**src/rtl/shreg_pkg.sv**
```systemverilog
// Shared encodings for the shift-register sequencer: command opcodes,
// controller states and datapath modes.
package shreg_pkg;

    localparam logic [2:0] OP_NOP  = 3'b000;
    localparam logic [2:0] OP_LOAD = 3'b001;
    localparam logic [2:0] OP_SHL  = 3'b010;
    localparam logic [2:0] OP_SHR  = 3'b011;
    localparam logic [2:0] OP_ROL  = 3'b100;
    localparam logic [2:0] OP_ROR  = 3'b101;
    localparam logic [2:0] OP_CLR  = 3'b110;
    localparam logic [2:0] OP_ILL  = 3'b111;

    typedef enum logic [1:0] {IDLE, RUN, DONE} state_t;

    typedef enum logic [2:0] {HOLD, LOAD, SHL, SHR, ROL, ROR, CLR} mode_t;

    // Only the four stepping opcodes map to a moving mode; all others hold.
    function automatic mode_t step_mode(input logic [2:0] op);
        case (op)
            OP_SHL:  return SHL;
            OP_SHR:  return SHR;
            OP_ROL:  return ROL;
            OP_ROR:  return ROR;
            default: return HOLD;
        endcase
    endfunction

endpackage

```
**src/rtl/shreg_dp.sv**
```systemverilog
// WIDTH-bit universal parallel/shift register; performs one operation per
// clock as selected by mode and keeps the last bit moved out in sout.
module shreg_dp
    import shreg_pkg::*;
#(
    parameter int WIDTH = 4
) (
    input  logic             clk,
    input  logic             rst,
    input  mode_t            mode,
    input  logic [WIDTH-1:0] data,
    input  logic             sin,
    output logic [WIDTH-1:0] out,
    output logic             sout
);

    always_ff @(posedge clk or negedge rst) begin
        if (!rst) begin
            out  <= '0;
            sout <= 1'b0;
        end else begin
            case (mode)
                LOAD: out <= data;
                CLR: begin
                    out  <= '0;
                    sout <= 1'b0;
                end
                SHL: begin
                    out  <= {out[WIDTH-2:0], sin};
                    sout <= out[WIDTH-1];
                end
                SHR: begin
                    out  <= {sin, out[WIDTH-1:1]};
                    sout <= out[0];
                end
                ROL: begin
                    out  <= {out[WIDTH-2:0], out[WIDTH-1]};
                    sout <= out[WIDTH-1];
                end
                ROR: begin
                    out  <= {out[0], out[WIDTH-1:1]};
                    sout <= out[0];
                end
                default: ;
            endcase
        end
    end

endmodule

```
**src/rtl/shreg_ctrl.sv**
```systemverilog
// Command sequencer: accepts one command in IDLE, steps the datapath one
// position per clock in RUN, and pulses done for one cycle in DONE.
module shreg_ctrl
    import shreg_pkg::*;
#(
    parameter int WIDTH = 4,
    parameter int CNT_W = $clog2(WIDTH) + 1
) (
    input  logic             clk,
    input  logic             rst,
    input  logic             cmd_valid,
    output logic             cmd_ready,
    input  logic [2:0]       cmd_op,
    input  logic [CNT_W-1:0] cmd_amt,
    input  logic [WIDTH-1:0] cmd_data,
    input  logic             sin,
    output logic [WIDTH-1:0] out,
    output logic             sout,
    output logic             busy,
    output logic             done,
    output logic             err
);

    state_t           state;
    logic [CNT_W-1:0] cnt;
    logic [CNT_W-1:0] amt_eff;
    logic [2:0]       op_q;
    logic             ill_q;
    logic             accept;
    logic             multi;
    mode_t            mode;

    assign accept  = (state == IDLE) && cmd_valid;
    assign amt_eff = (cmd_amt > CNT_W'(WIDTH)) ? CNT_W'(WIDTH) : cmd_amt;
    assign multi   = (step_mode(cmd_op) != HOLD) && (amt_eff != '0);

    // The first step happens on the accept edge itself, so mode comes from
    // the live command then and from the latched opcode during RUN.
    always_comb begin
        mode = HOLD;
        if (accept) begin
            case (cmd_op)
                OP_LOAD: mode = LOAD;
                OP_CLR:  mode = CLR;
                default: mode = multi ? step_mode(cmd_op) : HOLD;
            endcase
        end else if (state == RUN) begin
            mode = step_mode(op_q);
        end
    end

    always_ff @(posedge clk or negedge rst) begin
        if (!rst) begin
            state <= IDLE;
            cnt   <= '0;
            op_q  <= OP_NOP;
            ill_q <= 1'b0;
        end else begin
            case (state)
                IDLE: begin
                    if (cmd_valid) begin
                        op_q  <= cmd_op;
                        ill_q <= (cmd_op == OP_ILL);
                        if (multi) begin
                            cnt   <= amt_eff - CNT_W'(1);
                            state <= (amt_eff == CNT_W'(1)) ? DONE : RUN;
                        end else begin
                            cnt   <= '0;
                            state <= DONE;
                        end
                    end
                end
                RUN: begin
                    cnt <= cnt - CNT_W'(1);
                    if (cnt == CNT_W'(1)) begin
                        state <= DONE;
                    end
                end
                default: state <= IDLE;
            endcase
        end
    end

    assign cmd_ready = (state == IDLE);
    assign busy      = (state == RUN) || (state == DONE);
    assign done      = (state == DONE);
    assign err       = (state == DONE) && ill_q;

    shreg_dp #(
        .WIDTH(WIDTH)
    ) u_dp (
        .clk (clk),
        .rst (rst),
        .mode(mode),
        .data(cmd_data),
        .sin (sin),
        .out (out),
        .sout(sout)
    );

endmodule
```
**config.mk**
```make
export PLATFORM = sky130hd
export DESIGN_NAME = shreg_ctrl
export DESIGN_NICKNAME = d
export VERILOG_FILES = /design/src/rtl/shreg_pkg.sv /design/src/rtl/shreg_dp.sv /design/src/rtl/shreg_ctrl.sv
export SDC_FILE = /design/constraint.sdc
export NUM_CORES = 1
export LEC_CHECK = 0
export BUFFER_PORTS_ARGS = -buffer_cell sky130_fd_sc_hd__buf_2
export CORE_ASPECT_RATIO = 0.8
export CORE_MARGIN = 1.5
export CORE_UTILIZATION = 45
export DETAILED_ROUTE_END_ITERATION = 12
export MAX_ROUTING_LAYER = met4
export PLACE_DENSITY = 0.74
export SYNTH_ARGS = -nofsm -noshare
export SYNTH_HDL_FRONTEND = slang
export SYNTH_SLANG_ARGS = --single-unit
```
**constraint.sdc**
```tcl
create_clock -name clk -period 3.3 [get_ports clk]
set_clock_uncertainty 0.1 [all_clocks]
set_input_delay 0 -clock clk [delete_from_list [all_inputs] [get_ports clk]]
set_output_delay 0 -clock clk [all_outputs]
set_load 0.03 [all_outputs]
```
## Yosys cells after proc, flatten, opt, wreduce, memory -nomap -nowiden

Cells that the tools add are included.

- Flip-flop bits (word level): 14
- Latch bits: 0
- RAM bits: 0
- ROM bits: 0
- Word-level logic and storage cells: 64
- Memories kept: 0

- $add $sub $neg: 2
- Multiply operators: 0
- Div/mod/pow operators: 0
- $lt $le $gt $ge: 1
- Equality and inequality tests: 23
- Shifts and indexed selects: 0
- Mux-type cells: 17
- Bitwise operators: 0
- Reductions and logical operators: 15

Operators by type and width:

| cell | count |
|---|---|
| $eq 3x3->1 const B | 9 |
| $pmux 3 s4 | 2 |
| $pmux 4 s6 | 1 |
| $eq 3x2->1 const B | 6 |
| $mux 3 | 6 |
| $eq 3x1->1 const B | 4 |
| $pmux 3 s2 | 2 |
| $reduce_bool 3->1 | 3 |
| $mux 2 | 4 |
| $reduce_and 2->1 | 3 |
| $reduce_bool 6->1 | 1 |
| $sub 3x1->3 const B | 2 |
| $pmux 2 s2 | 1 |
| $reduce_or 2->1 | 2 |
| $gt 3x3->1 const B | 1 |
| $logic_and 1x1->1 | 3 |
| $pmux 1 s3 | 1 |
| $eq 2x1->1 const B | 1 |
| $eq 2x2->1 const B | 1 |
| $logic_not 2->1 | 1 |
| $ne 2x1->1 const B | 1 |
| $ne 2x2->1 const B | 1 |
| $reduce_bool 2->1 | 1 |
| $logic_or 1x1->1 | 1 |

## Depth between registers and ports, before layout

Gate-level depths: netlist (run 1).

- Depth after elaboration: 10
- Depth in mapped cells: 11
- Gate-level depth less buffers: 10

## Modules after synthesis

From an unflattened synthesis (run 1), not the netlist that was laid out.

- Cell total of the unflattened synthesis: 146
- Area, all modules: 1194.9 um^2

Modules (own cells, without submodules):

| module | instances | cells an instance | area each (um^2) |
|---|---|---|---|
| shreg_ctrl | 1 | 86 | 729.4 |
| shreg_dp | 1 | 60 | 465.4 |

## Least setup slack after synthesis (run 1)

No wires, ideal clock.

- Path kind: register to register
- Start point: register state[0]
- End point: register u_dp.out[3]
- Library setup time: 126 ps
- Data arrival time: 2256 ps
- Slack: 818 ps
- Cell stages (with the launch flop): 10
- Buffers on the path: 1
- Clock period less this slack: 2482 ps
- Cells stage by stage: dfrtp_1 > inv_1 > ha_1 > nand2_2 > a31oi_1 > a22o_1 > buf_2 > nor3_2 > or2_4 > a221o_1

- Word-level cells in the longest chain between the ends: 5

RTL lines:

| item | RTL line | text |
|---|---|---|
| start: declaration | shreg_ctrl.sv:24 | `state_t state;` |
| start signal: assignment | shreg_ctrl.sv:66 | `state <= (amt_eff == CNT_W'(1)) ? DONE : RUN;` |
| $logic_not 2->1 * | n/a |  |
| via cmd_ready | shreg_ctrl.sv:12 | `output logic cmd_ready,` |
| $logic_and 1x1->1 * | shreg_ctrl.sv:33 | `assign accept = (state == IDLE) && cmd_valid;` |
| $mux 3 * | shreg_ctrl.sv:41 | `if (accept) begin` |
| $eq 3x3->1, or another cell as far along | shreg_dp.sv:22 | `case (mode)` |
| $pmux 4 s6 / $reduce_bool 6->1 (equally long branches) | n/a |  |
| end signal: assignment | shreg_dp.sv:23 | `LOAD: out <= data;` |
| end signal: assignment | shreg_dp.sv:29 | `out <= {out[WIDTH-2:0], sin};` |
| end signal: assignment | shreg_dp.sv:33 | `out <= {sin, out[WIDTH-1:1]};` |
| end: declaration | shreg_dp.sv:13 | `output logic [WIDTH-1:0] out,` |

The timed path passes the listed nets; every way through them passes the cells marked *.
A chain may end at the register's enable or synchronous reset.

## Worst setup path after layout (run 1)

- Start point: register state[0]
- End point: register u_dp.out[1]

- Word-level cells in the longest chain between the ends: 5

RTL lines:

| item | RTL line |
|---|---|
| $eq 2x1->1 / $logic_not 2->1 (equally long branches) | shreg_ctrl.sv:47, shreg_ctrl.sv:33 |
| $mux 3 / $logic_and 1x1->1 (equally long branches) | shreg_ctrl.sv:47, shreg_ctrl.sv:33 |
| $mux 3 * | shreg_ctrl.sv:41 |
| $eq 3x3->1, or another cell as far along | shreg_dp.sv:22 |
| $pmux 4 s6 / $reduce_bool 6->1 (equally long branches) | n/a |

Mark *: on every way between the ends. The rest lies on a longest branch, timed or not.

==> results of run 1 <==
-- metal layers --
| metal | wire [um] | vias to the layer above | GRT usage (%) |
|---|---|---|---|
| met2 | 1170 | 15 | 33.3 |
| met5 | 0 | - | - |
| met4 | 25 | 0 | 5.91 |
| met3 | 75 | 4 | 5.95 |
| met1 | 1310 | 471 | 26.6 |
| li1 | - | 527 | - |
-- synth_stat cells, drive strengths merged --
cell type and n:
o21ai 19, dfrtp 14, nand2 14, inv 11, ha 10, a21oi 9
nand3 5, and3 4, mux2i 4, nor2 4, a221o 3, nor3 3
a31oi 2, buf 2, nor2b 2, o21a 2, o22ai 2, or2 2
a22o 1, a22oi 1, and2 1, clkbuf 1, maj3 1, nand2b 1
nand3b 1, nand4 1, nand4b 1, nor3b 1, o2111ai 1, o211ai 1
o31a 1, o31ai 1, xnor2 1, xor2 1
-- sequential cells by signal, summed over array words and instances, names as in the netlist --
signal	count
u_dp.out	4
state	2
ill_q	1
cnt	3
u_dp.sout	1
op_q	3
-- how the worst min path moves through the flow --
stage                     cells past startpoint              endpoint  startpoint  slack [ps]
after global routing                          4  state[1]$_DFFE_PN0P_   cmd_valid          20
after global placement                        1    cnt[0]$_DFFE_PN0P_         rst        -180
after floorplan                               0    cnt[0]$_DFFE_PN0P_         rst        -400
final                                         3   op_q[0]$_DFFE_PN0P_   cmd_op[0]          20
after detailed placement                      1   op_q[1]$_DFFE_PN0P_         rst        -180
after CTS                                     3  state[1]$_DFFE_PN0P_   cmd_valid          20
-- final cells by class --
class                   instances  area [um2]  share of cell area (%)
multi-input cells             100         713                    52.7
flip-flops and latches         14         350                    25.9
repair buffers                 29         180                    13.3
inverters                      11        41.3                    3.05
clock buffers                   4        36.3                    2.68
well taps                      25        31.3                    2.31
-- cell families after synthesis --
kind of cell	count (synthesis)	share of synthesized area (%)
compound gates	43	26.1
simple gates	40	20.4
buf+inv	14	4.92
flops	14	31.3
fa+ha+maj	11	12.2
mux	4	3.58
xor+xnor	2	1.57
-- critical path, stage by stage, from the launching register on --
cell and delay (ps):
dfrtp_1 390, inv_1 110, ha_1 300, nand2_2 240, a31oi_1 310, a22o_1 390
nor3_2 90, or2_4 270, a221o_1 340
-- timing repair --
action                                 4_1_cts  5_1_grt
hold buffers                                 7        0
endpoints found under the hold margin       20        0
buffers inserted                             0        0
-- power by group --
group	internal [W]	total, W	switching [W]
Sequential	0.000242	0.000305	0.0000630
Combinational	0.000200	0.000546	0.000345
Clock	0.0000672	0.000128	0.0000611
Total	0.000510	0.000979	0.000470
-- per-stage QoR --
step | setup WS [ps] | power, W | instance area (um2) | cells | utilization, %
final | 627 | 0.000979 | 1350 | 183 | 60.1
after global routing | 407 | 0.00106 | 1350 | 183 | 60.1
after detailed placement | 657 | 0.000846 | 1250 | 172 | 55.3
after CTS | 632 | 0.000982 | 1350 | 183 | 60.1
after global placement | 767 | 0.000825 | 1250 | 172 | 55.3
after floorplan | 818 | 0.000720 | 1120 | 128 | -
-- cells in the final DEF, fill, tap and decap left out, drive strengths merged, types with 3 or more instances in the layout --
master / instances
a21oi: 9
inv: 11
o21ai: 19
nand2: 14
buf: 22
a221o: 3
dfrtp: 14
nor3: 3
ha: 10
and3: 4
mux2i: 4
dlygate4sd3: 7
nor2: 4
nand3: 5
clkbuf: 4
==> out/metrics.yaml, run 1 <==
power_and_ir_drop:
  p_per_area_nw_per_um2: 724
  power.leakage_nw: 0.663
  max-vdd-ir-drop_uv: 252
global_routing:
  grt_overflow_total: 0
  grt_max_degree: 16
  grt_pass1_vias: 912
  grt_use_total_pct: 21.0
  antenna_found_initial: 0
  grt_pass1_wl_mm: 4.15
floorplan:
  core_area_um2: 2250
  die_x_um: 58.7
  die_y_um: 47.6
  dieArea_um2: 2800
  io_pins: 23
  start_util_pct: 49.7
  row_count: 15
yosys:
  yosys_warnings: 0
  synth_nets: 152
  synthCells: 128
  netlist.area_leader.share_pct: 31.3
  yosysSeqAreaShare_pct: 31.3
  synth_area_um2: 1120
  synth_seq_cells: 14
  syn_avg_cell_area_um2: 8.74
  ys_types: 40
  yosys.area.top_type: "dfrtp_1"
  synth_area_leaders: "dfrtp_1 (31%), ha_1 (11%), o21ai_0 (5.8%)"
cells_and_area:
  drive_above_1_share_pct: 25.9
  antennaDiodeCount: 0
  fillCellCount: 204
  synthToLayoutAreaGrowth_pct: 20.9
  finalNetCount: 183
clock_network:
  clkTransAtPathRegs_ps: 90
  root_buffer: "clkbuf_4"
  cts_buffer_depth: 2
  clk_latency_ps: 290
  h-tree-depth: 1
  cts_buffers: 3
  clkSinkCount: 14
  cts_tree: "built"
  cts_resized: 0
place:
  port_buffers: 22
  finalWeightedCongestion: 0.833
  dp.final_hpwl_mm: 1.98
timing:
  whs_ps: 18.8
  finalSetupViolations: 0
  fin_crit_sh_pct: 81.0
  tns_ps: 0
  slew_headroom_pct: 73.6
  min_period_ps: 2670
  hold_viol_final: 0
  rsz0062_at_grt: "false"
  tightest_slew_ps: 393
  maxSlewViolCount: 0
  max_freq_ghz: 0.374
worst_setup_path:
  crit_fanout: 15
  crit_path_end_kind: "flop"
  worstSetupEndpoint: "u_dp.out[1]$_DFFE_PN0P_"
  critPathLaunchType: "flop"
  crit_start: "state[0]$_DFFE_PN0P_"
  cp.required_ps: 3380
  worst-endpoint-arrival_ps: 2750
  critical_path_class: "reg2reg"
  rr_endpoint: "u_dp.out[1]$_DFFE_PN0P_"
  r2r_start: "state[0]$_DFFE_PN0P_"
  reg2regPathDepth: 8
  ff2ff_setup_slack_ps: 630
drt:
  vias: 1017
  via_per_inst: 5.56
  drtIter0Drc: 26
  route.detailed.drc: 0
  drt-total-wl_mm: 2.58
  firstDrtPassIters: 4
  wl_per_cell_um: 14.1
  antenna_left: 0
status:
  status: "complete, no violations"
worst_hold_path:
  hold_class: "in2reg"
flow_run:
  cap_violations: 0
Power figures use the tool's default switching activity.
==> run 2: changes to the inputs <==
- clock period: 3.3 -> 2.55 ns (I/O delays scaled with it)
==> run 2 against run 1 <==
  * Clock power up 33%
  * Via count increased by 3.3%
  * Global-route usage is 1.4 points higher
  * Register-to-register slack got worse by 440 ps
  * Cell area increased by 6.3%
  * Total power increased by 34%
  * Largest power group unchanged
  * Highest routed layer unchanged
==> out/metrics.yaml, run 2 (same netlist as run 1, synthesis figures left out) <==
timing:
  finalSetupViolations: 0  # unchanged
  min_period_ps: 2420
  max_freq_ghz: 0.414
  tightest_slew_ps: 394  # was 393 ps
  hold_viol_final: 0  # unchanged
  tns_ps: 0  # unchanged
  rsz0062_at_grt: "false"  # unchanged
  maxSlewViolCount: 0  # unchanged
  fin_crit_sh_pct: 94.8
  slew_headroom_pct: 73.5  # was 73.6%
clock_network:
  clk_latency_ps: 300  # was 290 ps
  clkTransAtPathRegs_ps: 100  # was 90 ps
  cts_tree: "built"  # unchanged
  root_buffer: "clkbuf_4"  # unchanged
  h-tree-depth: 1  # unchanged
  cts_buffers: 3  # unchanged
  cts_buffer_depth: 2  # unchanged
  clkSinkCount: 14  # unchanged
  cts_resized: 0  # unchanged
drt:
  route.detailed.drc: 0  # unchanged
  antenna_left: 0  # unchanged
  drt-total-wl_mm: 2.58  # about the same
  vias: 1051  # was 1017
  firstDrtPassIters: 4  # unchanged
  wl_per_cell_um: 13.4  # was 14.1 um
  drtIter0Drc: 42  # was 26
  via_per_inst: 5.45  # was 5.56
floorplan:
  die_y_um: 47.6  # unchanged
  row_count: 15  # unchanged
  dieArea_um2: 2800  # unchanged
  io_pins: 23  # unchanged
  start_util_pct: 49.7  # unchanged
  die_x_um: 58.7  # unchanged
  core_area_um2: 2250  # unchanged
worst_setup_path:
  worst-endpoint-arrival_ps: 2500  # was 2750 ps
  crit_fanout: 6  # was 15
  r2r_start: "state[0]$_DFFE_PN0P_"  # unchanged
  critical_path_class: "in2reg"  # was reg2reg
  crit_path_end_kind: "flop"  # unchanged
  crit_start: "cmd_op[1]"  # was state[0]$_DFFE_PN0P_
  cp.required_ps: 2630  # was 3380 ps
  critPathLaunchType: "input port"  # was flop
global_routing:
  antenna_found_initial: 0  # unchanged
  grt_pass1_wl_mm: 4.51  # was 4.15 mm
  grt_overflow_total: 0  # unchanged
  grt_max_degree: 15  # was 16
  grt_use_total_pct: 22.5  # was 21.0%
  grt_pass1_vias: 1025  # was 912
power_and_ir_drop:
  max-vdd-ir-drop_uv: 456  # was 252 uV
  power.leakage_nw: 0.713  # was 0.663 nW
  p_per_area_nw_per_um2: 914  # was 724 nW/um2
status:
  status: "complete, no violations"  # unchanged
flow_run:
  cap_violations: 0  # unchanged
place:
  finalWeightedCongestion: 0.844  # was 0.833
  dp.final_hpwl_mm: 1.94  # was 1.98 mm
  port_buffers: 22  # unchanged
worst_hold_path:
  hold_class: "in2async"  # was in2reg
cells_and_area:
  largest_reg_flops: 4  # unchanged
  antennaDiodeCount: 0  # unchanged
  drive_above_1_share_pct: 28.0  # was 25.9%
  finalNetCount: 193  # was 183
  final_cell_mix: "buf_2 (22), dfrtp_1 (14), nand2_1 (13), o21ai_0 (13)"  # was buf_2 (22), dfrtp_1 (14), nand2_1 (13), o21ai_0 (13), inv_1 (11)
  fin_util_pct: 63.8  # was 60.1%
  synthToLayoutAreaGrowth_pct: 28.5  # was 20.9%
  reg.largest.list: "u_dp.out x4, cnt x3, op_q x3"  # unchanged
  top_register: "u_dp.out"  # unchanged
  final_common_cell: "buf_2"  # unchanged
run 2: cell types whose count changed in the layout (fill, tap and decap cells not counted), sizes merged:
| cell | previous run | this run |
|---|---|---|
| buf | 22 | 28 |
| dlygate4sd3 | 7 | 11 |
run 2: final timing paths:
kind	slack [ps]	endpoint	cells past startpoint
max	130	u_dp.out[1]$_DFFE_PN0P_	11
min	20	op_q[1]$_DFFE_PN0P_	2
max reg2reg	190	u_dp.out[1]$_DFFE_PN0P_	8
min reg2reg	400	op_q[0]$_DFFE_PN0P_	2
max in group asynchronous	2070	u_dp.out[1]$_DFFE_PN0P_	2
min in group clk	100	u_dp.out[3]$_DFFE_PN0P_	4
run 2: what timing repair did:
action | 4_1_cts | 5_1_grt
hold endpoints to repair | 22 | 0
hold buffers | 11 | 0
buffers inserted | 0 | 0
run 2: metal layers:
layer / global-route usage (%) / routed length [um] / vias to the layer above
met2: 36.4 / 1190 / 31
met4: 6.36 / 17 / 0
met5: - / 0 / -
met3: 5.95 / 141 / 3
li1: - / - / 548
met1: 28.1 / 1240 / 469
run 2: where the power goes:
part	switching (W)	internal, W	leakage (nW)
Sequential	0.0000802	0.000313	0.178
Combinational	0.000454	0.000296	0.513
Clock	0.0000829	0.0000871	0.0210
run 2: layout make-up:
| cell class | count | area, um2 |
|---|---|---|
| Sequential cell | 14 | 350 |
| Clock buffer | 4 | 36.3 |
| Fill cell | 203 | 815 |
| Multi-Input combinational cell | 100 | 713 |
| Tap cell | 25 | 31.3 |
| Inverter | 11 | 41.3 |
| Timing Repair Buffer | 39 | 265 |
run 2: worst max-delay path: stages:
cell	delay [ps]
dlygate4sd3_1	510
buf_2	150
inv_1	70
ha_1	320
or2_4	260
maj3_2	340
o21ai_4	160
buf_4	150
mux2i_1	210
a21oi_1	70
a221o_1	260
run 2: metrics by stage:
step | power, W | area (um2) | hold WS [ps] | setup slack, ps | instances
4_1_cts | 0.00132 | 1440 | 17.2 | 161 | 193
6_report | 0.00131 | 1440 | 15.3 | 132 | 193
2_1_floorplan | 0.000931 | 1120 | -396 | 67.8 | 128
3_5_place_dp | 0.00113 | 1290 | -181 | 88.9 | 178
3_3_place_gp | 0.00110 | 1290 | -184 | 156 | 178
5_1_grt | 0.00143 | 1440 | 50.7 | 35.1 | 193
